[src/rtl/bcd_countdown_timer_pkg.sv]
// Shared types and helpers for the BCD countdown timer.
// Optional feature macro used by the timer: AUTO_RELOAD_EN.
package bcd_timer_pkg;

  localparam int                  DIGIT_W = 4;
  localparam logic [DIGIT_W-1:0]  BCD_MAX = 4'd9;

  typedef enum logic [1:0] {
    IDLE   = 2'd0,
    RUN    = 2'd1,
    PAUSED = 2'd2,
    DONE   = 2'd3
  } state_e;

  // Non-decimal nibbles saturate to 9 so the counter never holds an illegal digit.
  function automatic logic [DIGIT_W-1:0] clamp_bcd(input logic [DIGIT_W-1:0] nib);
    return (nib > BCD_MAX) ? BCD_MAX : nib;
  endfunction

endpackage

[src/rtl/bcd_countdown_timer_if.sv]
// Host-side bus of the BCD countdown timer: tick strobe, preset handshake,
// run control and status. master = host/prescaler side, slave = timer.
interface bcd_countdown_timer_if
  import bcd_timer_pkg::*;
#(
  parameter int DIGITS = 4
);
  logic                       tick;
  logic                       load_valid;
  logic [DIGITS*DIGIT_W-1:0]  load_value;
  logic                       load_ready;
  logic                       start;
  logic                       pause;
  logic [DIGITS*DIGIT_W-1:0]  count;
  logic                       running;
  logic                       zero;
  logic                       done;

  modport master (
    output tick, load_valid, load_value, start, pause,
    input  load_ready, count, running, zero, done
  );

  modport slave (
    input  tick, load_valid, load_value, start, pause,
    output load_ready, count, running, zero, done
  );
endinterface

[src/rtl/bcd_countdown_timer_digit.sv]
// One BCD digit of the down-counter: parallel load, or decrement 9..0 when a
// borrow arrives from below, passing a borrow upward when it wraps 0 -> 9.
module bcd_down_digit
  import bcd_timer_pkg::*;
(
  input  logic               clk,
  input  logic               rst_n,
  input  logic               load_i,
  input  logic [DIGIT_W-1:0] load_val_i,
  input  logic               borrow_i,
  output logic               borrow_o,
  output logic [DIGIT_W-1:0] digit_o
);

  logic [DIGIT_W-1:0] digit_q, digit_d;

  // Load beats decrement; a borrow into a 0 digit wraps it to 9.
  always_comb begin
    digit_d = digit_q;
    if (load_i)        digit_d = load_val_i;
    else if (borrow_i) digit_d = (digit_q == '0) ? BCD_MAX : digit_q - DIGIT_W'(1);
  end

  // Digit register, cleared by async reset.
  always_ff @(posedge clk or negedge rst_n) begin
    if (!rst_n) digit_q <= '0;
    else        digit_q <= digit_d;
  end

  assign borrow_o = borrow_i & (digit_q == '0);
  assign digit_o  = digit_q;

endmodule

[src/rtl/bcd_countdown_timer.sv]
// Multi-digit BCD countdown timer: preset handshake, start/pause/resume FSM,
// one-cycle done pulse at terminal count.
// AUTO_RELOAD_EN: when defined, terminal count reloads the last accepted
// preset and the timer keeps running instead of stopping in DONE.
module bcd_countdown_timer
  import bcd_timer_pkg::*;
#(
  parameter int DIGITS = 4
)(
  input  logic                  clk,
  input  logic                  rst_n,
  bcd_countdown_timer_if.slave  bus
);

  localparam int CW = DIGITS * DIGIT_W;

  state_e                         state_q, state_d;
  logic                           done_q, done_d;
  logic [DIGITS-1:0][DIGIT_W-1:0] digits, load_clamp, ld_val;
  logic [CW-1:0]                  count_flat;
  logic                           ld_en, dec_en, accept, is_zero, is_one;
  logic [DIGITS:0]                borrow;
  logic                           unused_borrow;

  assign count_flat = digits;
  assign is_zero    = (count_flat == '0);
  assign is_one     = (count_flat == CW'(1));
  assign accept     = bus.load_valid & bus.load_ready;

  // Saturate every preset nibble to a legal decimal digit.
  always_comb begin
    for (int i = 0; i < DIGITS; i++)
      load_clamp[i] = clamp_bcd(bus.load_value[i*DIGIT_W +: DIGIT_W]);
  end

`ifdef AUTO_RELOAD_EN
  logic [DIGITS-1:0][DIGIT_W-1:0] reload_q;

  // Remember the last accepted preset as the auto-reload period.
  always_ff @(posedge clk or negedge rst_n) begin
    if (!rst_n)      reload_q <= '0;
    else if (accept) reload_q <= load_clamp;
  end
`endif

  // Next state, digit load/decrement control and done pulse.
  always_comb begin
    state_d = state_q;
    done_d  = 1'b0;
    ld_en   = 1'b0;
    ld_val  = load_clamp;
    dec_en  = 1'b0;
    unique case (state_q)
      IDLE: begin
        if (accept) ld_en = 1'b1;
        else if (bus.start && !bus.pause) begin
          if (is_zero) begin
            state_d = DONE;
            done_d  = 1'b1;
          end else begin
            state_d = RUN;
          end
        end
      end
      RUN: begin
        // A tick coinciding with pause is dropped; zero guard stops wrap.
        if (bus.pause) state_d = PAUSED;
        else if (bus.tick && !is_zero) begin
          dec_en = 1'b1;
          if (is_one) begin
            done_d = 1'b1;
`ifdef AUTO_RELOAD_EN
            dec_en = 1'b0;
            ld_en  = 1'b1;
            ld_val = reload_q;
`else
            state_d = DONE;
`endif
          end
        end
      end
      PAUSED: begin
        if (accept) begin
          ld_en   = 1'b1;
          state_d = IDLE;
        end else if (bus.start && !bus.pause) begin
          state_d = RUN;
        end
      end
      DONE: begin
        if (accept) begin
          ld_en   = 1'b1;
          state_d = IDLE;
        end
      end
      default: state_d = IDLE;
    endcase
    // done is strictly a single-cycle pulse, even with back-to-back terminals.
    if (done_q) done_d = 1'b0;
  end

  // FSM state and done pulse registers.
  always_ff @(posedge clk or negedge rst_n) begin
    if (!rst_n) begin
      state_q <= IDLE;
      done_q  <= 1'b0;
    end else begin
      state_q <= state_d;
      done_q  <= done_d;
    end
  end

  assign borrow[0] = dec_en;

  for (genvar g = 0; g < DIGITS; g++) begin : g_digit
    bcd_down_digit u_digit (
      .clk        (clk),
      .rst_n      (rst_n),
      .load_i     (ld_en),
      .load_val_i (ld_val[g]),
      .borrow_i   (borrow[g]),
      .borrow_o   (borrow[g+1]),
      .digit_o    (digits[g])
    );
  end

  // Top borrow would mean decrementing from zero, which the FSM never allows.
  assign unused_borrow = borrow[DIGITS];

  assign bus.count      = digits;
  assign bus.zero       = is_zero;
  assign bus.running    = (state_q == RUN);
  assign bus.done       = done_q;
  assign bus.load_ready = (state_q != RUN);

endmodule
[src/flat_wrapper.sv]
// flat-port wrapper written by rule: the top's interface ports become plain ports
module bcd_countdown_timer_flat import bcd_timer_pkg::*;
#(
  parameter int DIGITS = 4
)
  (clk, rst_n, bus_tick, bus_load_valid, bus_load_value, bus_start, bus_pause, bus_load_ready, bus_count, bus_running, bus_zero, bus_done);
  bcd_countdown_timer_if #(.DIGITS(DIGITS)) bus_i ();
  input  logic clk;
  input  logic rst_n;
  input wire logic [$bits(bus_i.tick)-1:0] bus_tick;
  input wire logic [$bits(bus_i.load_valid)-1:0] bus_load_valid;
  input wire logic [$bits(bus_i.load_value)-1:0] bus_load_value;
  input wire logic [$bits(bus_i.start)-1:0] bus_start;
  input wire logic [$bits(bus_i.pause)-1:0] bus_pause;
  output wire logic [$bits(bus_i.load_ready)-1:0] bus_load_ready;
  output wire logic [$bits(bus_i.count)-1:0] bus_count;
  output wire logic [$bits(bus_i.running)-1:0] bus_running;
  output wire logic [$bits(bus_i.zero)-1:0] bus_zero;
  output wire logic [$bits(bus_i.done)-1:0] bus_done;
  assign bus_i.tick = bus_tick;
  assign bus_i.load_valid = bus_load_valid;
  assign bus_i.load_value = bus_load_value;
  assign bus_i.start = bus_start;
  assign bus_i.pause = bus_pause;
  assign bus_load_ready = bus_i.load_ready;
  assign bus_count = bus_i.count;
  assign bus_running = bus_i.running;
  assign bus_zero = bus_i.zero;
  assign bus_done = bus_i.done;
  bcd_countdown_timer #(.DIGITS(DIGITS)) u_core (.clk(clk), .rst_n(rst_n), .bus(bus_i));
endmodule
[config.mk]
export PLATFORM = sky130hd
export DESIGN_NAME = bcd_countdown_timer_flat
export DESIGN_NICKNAME = d
export VERILOG_FILES = /design/src/rtl/bcd_countdown_timer_pkg.sv /design/src/rtl/bcd_countdown_timer_if.sv /design/src/rtl/bcd_countdown_timer_digit.sv /design/src/rtl/bcd_countdown_timer.sv /design/src/flat_wrapper.sv
export SDC_FILE = /design/constraint.sdc
export NUM_CORES = 1
export LEC_CHECK = 0
export BUFFER_PORTS_ARGS = -buffer_cell sky130_fd_sc_hd__buf_2
export CAP_MARGIN = 20
export CORE_ASPECT_RATIO = 1.75
export CORE_MARGIN = 1.5
export CORE_UTILIZATION = 44
export DETAILED_ROUTE_END_ITERATION = 7
export HOLD_SLACK_MARGIN = 0.03
export PLACE_DENSITY_LB_ADDON = 0.3
export SYNTH_ARGS = -nofsm -noshare
export SYNTH_HDL_FRONTEND = slang
export SYNTH_SLANG_ARGS = --single-unit
[constraint.sdc]
create_clock -name clk -period 1.86 [get_ports clk]
set_input_delay 0.465 -clock clk [delete_from_list [all_inputs] [get_ports clk]]
set_output_delay 0.465 -clock clk [all_outputs]
set_load 0.05 [all_outputs]
==> impl_metrics.tcl, run 1 <==
set metrics [dict create \
    status "finished, violations left" \
    failed_checks "setup timing" \
    worst_slack_ps -170 \
    fmax_mhz 493 \
    synth-simple-area-share_pct 32.7 \
    grt_pass1_wl_um 6250 \
    power.total_uw 1900 \
    synth.largest_area_cell "dfrtp_1" \
    post_drt_via_cell_ratio 5.98 \
    drt_iter0_drc 57 \
    clk_path_buf_depth 2 \
    start_util_pct 46.6 \
    cts_buffers 3 \
    synth_fa_ha_area_share_pct 0 \
    synth_enable_flop_cells 0 \
    placedCellCount 236 \
    drive_gt1_share_pct 51.1 \
    worst-r2r-cell-count 4 \
    coreArea_um2 2520 \
    grt_max_degree 20 \
    synthesis.area_um2 1170 \
    synth.top_cell.area_share_pct 40.5 \
    rsz0062_at_grt "yes" \
    fp.dieH_um 71.4 \
    cts.sinks 19 \
    arrival_ps 1560 \
    setup_violations 4 \
    wire_per_inst_um 15.9 \
    crit_type "reg -> out" \
    ys.flop_type "dfrtp_1" \
    crit_required_ps 1390 \
    synth-seq-cells 19 \
    fin_cells 245 \
    synth_top_family_by_area "simple AND/OR/NAND/NOR gates" \
    n_fill_cell 201 \
    p_per_area_nw_per_um2 1030 \
    drc_errors 0 \
    cts_root_buffer "clkbuf_8" \
    fin_nets 242 \
    critPathMaxFanout 2 \
    routed_wl_um 3900 \
    r2r_start "u_core.g_digit[0].u_digit.digit_o[2]$_DFFE_PN0P_" \
    regToRegEndpoint "u_core.g_digit[1].u_digit.digit_o[2]$_DFFE_PN0P_" \
    mostFrequentLayoutCells "buf_2, buf_4, nor2_1" \
    min_path_type "in -> async" \
    synthToLayoutAreaGrowth_pct 56.9 \
    yosys-mux-area-fraction_pct 2.56 \
    synth_compound_area_share_pct 19.8 \
    synth_nets 165 \
    timing.final.hold_violations 0 \
    critPathMaxStageDelay_ps 420 \
    worstPathCellList "nor4_4 > nand4_1 > nor3_4 > buf_6" \
    io_buffers 41 \
    holdWs_ps 143 \
    first_global_vias 1484 \
    gp_congestion 0.897 \
    layout.cells.most_common "buf_2" \
    ys.warnings.count 0 \
    die_x_um 42.1 \
    min_period_over_period_pct 109 \
    die_area_um2 3000 \
    dp_hpwl_um 2880 \
    synth-async-reset-ratio_pct 100 \
    yosysSeqAreaShare_pct 40.5 \
    start_kind "flip-flop" \
    synthCells 143 \
    worstSkewPairLatency_ps 260 \
    drv_cap 0 \
    ant_nets 0 \
    synthXorXnorAreaFrac_pct 0 \
    tightest_slew_ps 451 \
    p_leak_uw 0.000840 \
    tritoncts "yes" \
    cts.clk_slew.worst_paths_ps 70 \
    antenna_found_initial 0 \
    drv_slew 0 \
    gr-total-overflow 0 \
    first_pass_iters 4 \
    ff2ff_setup_slack_ps -140 \
    cts.htree.levels 1 \
    vdd_drop_max_mv 0.626 \
    rows 24 \
    slowest_stage "dfrtp_2" \
    gr-usage-all-layers_pct 26.9 \
    maxSlewHeadroom_pct 70.0 \
    syn_area_per_cell_um2 8.22 \
    num_vias 1464 \
    critPathCaptureType "output pin" \
    top_level_ports 42 \
    ys_top_cells_by_area "dfrtp_1, nor2_1, a21oi_1, a31oi_1, nor3_1" \
    antenna_cells 0 \
    synth.distinct_cells 33 \
    period_needed_ps 2030 \
    clock_skew_ps 3.93 \
]
[worst max-delay path, delay by kind of cell (launching register included)]
| family | cells | cell delay [ps] |
|---|---|---|
| buffers and inverters | 1 | 180 |
| and+or+nand+nor | 3 | 700 |
| DFF | 1 | 420 |
[state kept, by name, summed over array words and instances, names as in the netlist]
register                        cells
u_core.g_digit.u_digit.digit_o     16
u_core.state_q                      2
u_core.bus.done                     1
[synth_stat cells (2+ instances only)]
cell and n:
o31ai_1 4, o21ai_0 7, mux2i_1 3, or4_4 2, nand3_1 4, a21oi_1 12
nand4_1 5, dfrtp_1 19, nand2_1 10, a211o_1 3, or4_1 2, clkbuf_1 5
a31oi_1 8, inv_1 6, nor2_1 20, nand2b_1 3, nor3_1 9, nor4_1 6
[where the power goes]
| part | internal (uW) | switching (uW) |
|---|---|---|
| combinational | 342 | 656 |
| clock | 149 | 143 |
| sequential | 512 | 97.1 |
| total | 1000 | 896 |
[per-layer routing]
metal / wire [um] / track usage [%] / share of wire, %
met1: 1340 / 26.1 / 34
met2: 2310 / 52.8 / 59
met3: 165 / 3.78 / 4.2
met4: 89 / 13.5 / 2.3
met5: 0 / 0 / 0
[per-stage QoR]
step                setup TNS, ps  cell area (um2)  setup slack (ps)  util, %
global placement             -364             1700             -84.1     67.6
finish                       -374             1840              -170     73.1
floorplan                    -959             1260              -358        -
CTS                          -325             1770              -181     70.2
detailed placement           -523             1700              -120     67.6
global route                 -722             1840              -301     73.1
[how the worst max path moves through the flow]
| stage | startpoint | to | slack [ps] | depth (start not counted) |
|---|---|---|---|---|
| floorplan | u_core.g_digit[3].u_digit.digit_o[2]$_DFFE_PN0P_ | bus_zero | -360 | 3 |
| global placement | u_core.g_digit[0].u_digit.digit_o[2]$_DFFE_PN0P_ | u_core.g_digit[1].u_digit.digit_o[2]$_DFFE_PN0P_ | -80 | 4 |
| detailed placement | u_core.g_digit[0].u_digit.digit_o[2]$_DFFE_PN0P_ | u_core.g_digit[1].u_digit.digit_o[2]$_DFFE_PN0P_ | -120 | 4 |
| CTS | u_core.g_digit[1].u_digit.digit_o[1]$_DFFE_PN0P_ | bus_zero | -180 | 4 |
| global route | u_core.g_digit[2].u_digit.digit_o[3]$_DFFE_PN0P_ | bus_zero | -300 | 4 |
| finish | u_core.g_digit[2].u_digit.digit_o[3]$_DFFE_PN0P_ | bus_zero | -170 | 4 |
[cells by family after synthesis]
family	Yosys count
DFF	19
buffers and inverters	12
and+or+nand+nor	71
muxes	3
AOI/OAI and AO/OA	38
[layout make-up]
type / count / area (um2) / area share [%]
multi-input cells: 112 / 752 / 40.8
clock inverters: 1 / 5.00 / 0.272
inverters: 6 / 22.5 / 1.22
clock buffers: 3 / 41.3 / 2.24
flip-flops and latches: 19 / 493 / 26.7
repair buffers: 78 / 497 / 27.0
well taps: 26 / 32.5 / 1.77
[repair_timing]
action / 4_1_cts / 5_1_grt
pin swaps: 3 / 9
cloned: 0 / 0
setup endpoints to repair: 3 / 11
hold buffers: 0 / 0
buffers inserted: 1 / 6
resized for setup: 4 / 8
Power figures use the tool's default switching activity.
==> run 2, diff against run 1 <==
- CORE_ASPECT_RATIO: 1.75 -> 1.25
- CORE_UTILIZATION: 44 -> 46
- CTS_BUF_LIST: not set -> sky130_fd_sc_hd__clkbuf_4 sky130_fd_sc_hd__clkbuf_8
==> run 2 against run 1 <==
The run still ends with setup timing left. Global-route usage grew 1.5 points. Clock power shrank 17%. Clock skew shrank 2.5 ps. Critical endpoint unchanged. Largest cell class unchanged.
==> impl_metrics.tcl, run 2 (synthesis results as in run 1) <==
set metrics [dict create \
    status "finished, violations left" \
    failed_checks "setup timing" \
    p_clk_share_pct 13.0 \
    met3_length_um 212 \
    largest_reg_flops 16 \
    dp_hpwl_um 2700 \
    post_drt_via_cell_ratio 5.91 \
    p_comb_share_pct 54.6 \
    drive_gt1_share_pct 50.5 \
    crit_required_ps 1390 \
    ant_nets 0 \
    maxSlewHeadroom_pct 70.6 \
    drt_iter0_drc 59 \
    critPathMaxFanout 6 \
    drv_cap 0 \
    met1Wirelength_um 1460 \
    coreArea_um2 2430 \
    clk_path_buf_depth 2 \
    antenna_found_initial 0 \
    setup_violations 3 \
    cts.clk_slew.worst_paths_ps 120 \
    p_per_area_nw_per_um2 1010 \
    worst_slack_ps -287 \
    grt_max_degree 20 \
    critPathCaptureType "output pin" \
    fin_nets 241 \
    die_x_um 48.2 \
    pwr-share-seq_pct 32.4 \
    fin_cells 251 \
    start_util_pct 48.4 \
    cts_root_buffer "clkbuf_4" \
    mostFrequentLayoutCells "buf_2, buf_4, nor2_1" \
    synthToLayoutAreaGrowth_pct 56.8 \
    min_path_type "in -> async" \
    dr_wl_met2_um 1960 \
    design_area_um2 1840 \
    fin_tns_setup_ps -422 \
    fmax_mhz 466 \
    antenna_cells 0 \
    drv_slew 0 \
    grt_pass1_wl_um 5940 \
    start_kind "flip-flop" \
    routed_wl_um 3700 \
    worstPathCellList "buf_4 > nor2_1 > nand4_1 > nor3_4 > buf_6" \
    placed_area_um2 1710 \
    first_global_vias 1421 \
    rsz0062_at_grt "yes" \
    switching_share_pct 48.5 \
    placedCellCount 242 \
    holdBufCountCts 0 \
    cts.sinks 19 \
    slowest_stage "dfrtp_2" \
    clock_skew_ps 1.44 \
    cts_buffers 3 \
    dp_worst_setup_slack_ps -161 \
    io_buffers 41 \
    crit_type "reg -> out" \
    top_level_ports 42 \
    worstSkewPairLatency_ps 310 \
    gr-total-overflow 0 \
    gr-usage-all-layers_pct 28.4 \
    period_needed_ps 2150 \
    gp_congestion 0.897 \
    fp.dieH_um 59.5 \
    timing.final.hold_violations 0 \
    arrival_ps 1680 \
    tightest_slew_ps 441 \
    wire_per_inst_um 14.8 \
    layout.cells.most_common "buf_2" \
    first_pass_iters 4 \
    critPathMaxStageDelay_ps 420 \
    top_layer_used "met4" \
    worst-r2r-cell-count 4 \
    power_switching_uw 903 \
    num_vias 1484 \
    p_leak_uw 0.000832 \
    die_area_um2 2870 \
    tritoncts "yes" \
    min_period_over_period_pct 115 \
    p_int_uw 958 \
    drc_errors 0 \
    vdd_drop_max_mv 0.719 \
    cts.htree.levels 1 \
    rows 20 \
]
run 2: timing repair:
item / 4_1_cts / 5_1_grt
gates resized for setup: 6 / 9
setup buffers: 1 / 4
pin swaps: 4 / 9
endpoints found under the setup margin: 7 / 11
cloned: 0 / 0
run 2: stage by stage:
stage / hold slack (ps) / total power, uW / utilization (%)
after global placement: 423 / 1530 / 70.3
after CTS: 102 / 1820 / 72.9
final: 75.0 / 1860 / 75.9
after floorplan: 169 / 1220 / -
after detailed placement: 432 / 1560 / 70.3
after global routing: 104 / 1960 / 75.9
run 2: cell type report:
| type | count | area (um2) |
|---|---|---|
| Tap cell | 33 | 41.3 |
| Clock buffer | 4 | 30.0 |
| Fill cell | 193 | 586 |
| Timing Repair Buffer | 77 | 495 |
| Multi-Input combinational cell | 112 | 759 |
| Inverter | 6 | 22.5 |
| Sequential cell | 19 | 493 |
run 2: worst max-delay path, delay by kind of cell, from the launching register on:
kind | cells | cell delay [ps]
buffers and inverters | 2 | 350
flip-flops | 1 | 420
AND/OR/NAND/NOR | 3 | 600
run 2: worst paths after layout:
check	from	end	slack, ps
setup / recovery	u_core.g_digit[0].u_digit.digit_o[2]$_DFFE_PN0P_	bus_zero	-290
hold / removal	rst_n	u_core.state_q[1]$_DFFE_PN0P_	80
setup reg to reg	u_core.g_digit[0].u_digit.digit_o[2]$_DFFE_PN0P_	u_core.g_digit[1].u_digit.digit_o[2]$_DFFE_PN0P_	-130
hold reg to reg	u_core.bus.done$_DFF_PN0_	u_core.bus.done$_DFF_PN0_	450
max in group asynchronous	rst_n	u_core.state_q[0]$_DFFE_PN0P_	1450
min in group clk	bus_load_value[11]	u_core.g_digit[2].u_digit.digit_o[3]$_DFFE_PN0P_	360
run 2: power by group through the flow:
stage	registers, uW	clock network (uW)	logic [uW]
2_1_floorplan	914	0	302
3_3_place_gp	599	0	934
3_5_place_dp	607	0	956
4_1_cts	598	240	977
5_1_grt	616	256	1090
6_report	603	242	1020
run 2: routing by layer:
layer	track usage, %	up-vias
li1	-	697
met1	34.6	713
met3	3.66	9
met4	11.2	0
met5	0	-
met2	48.3	65
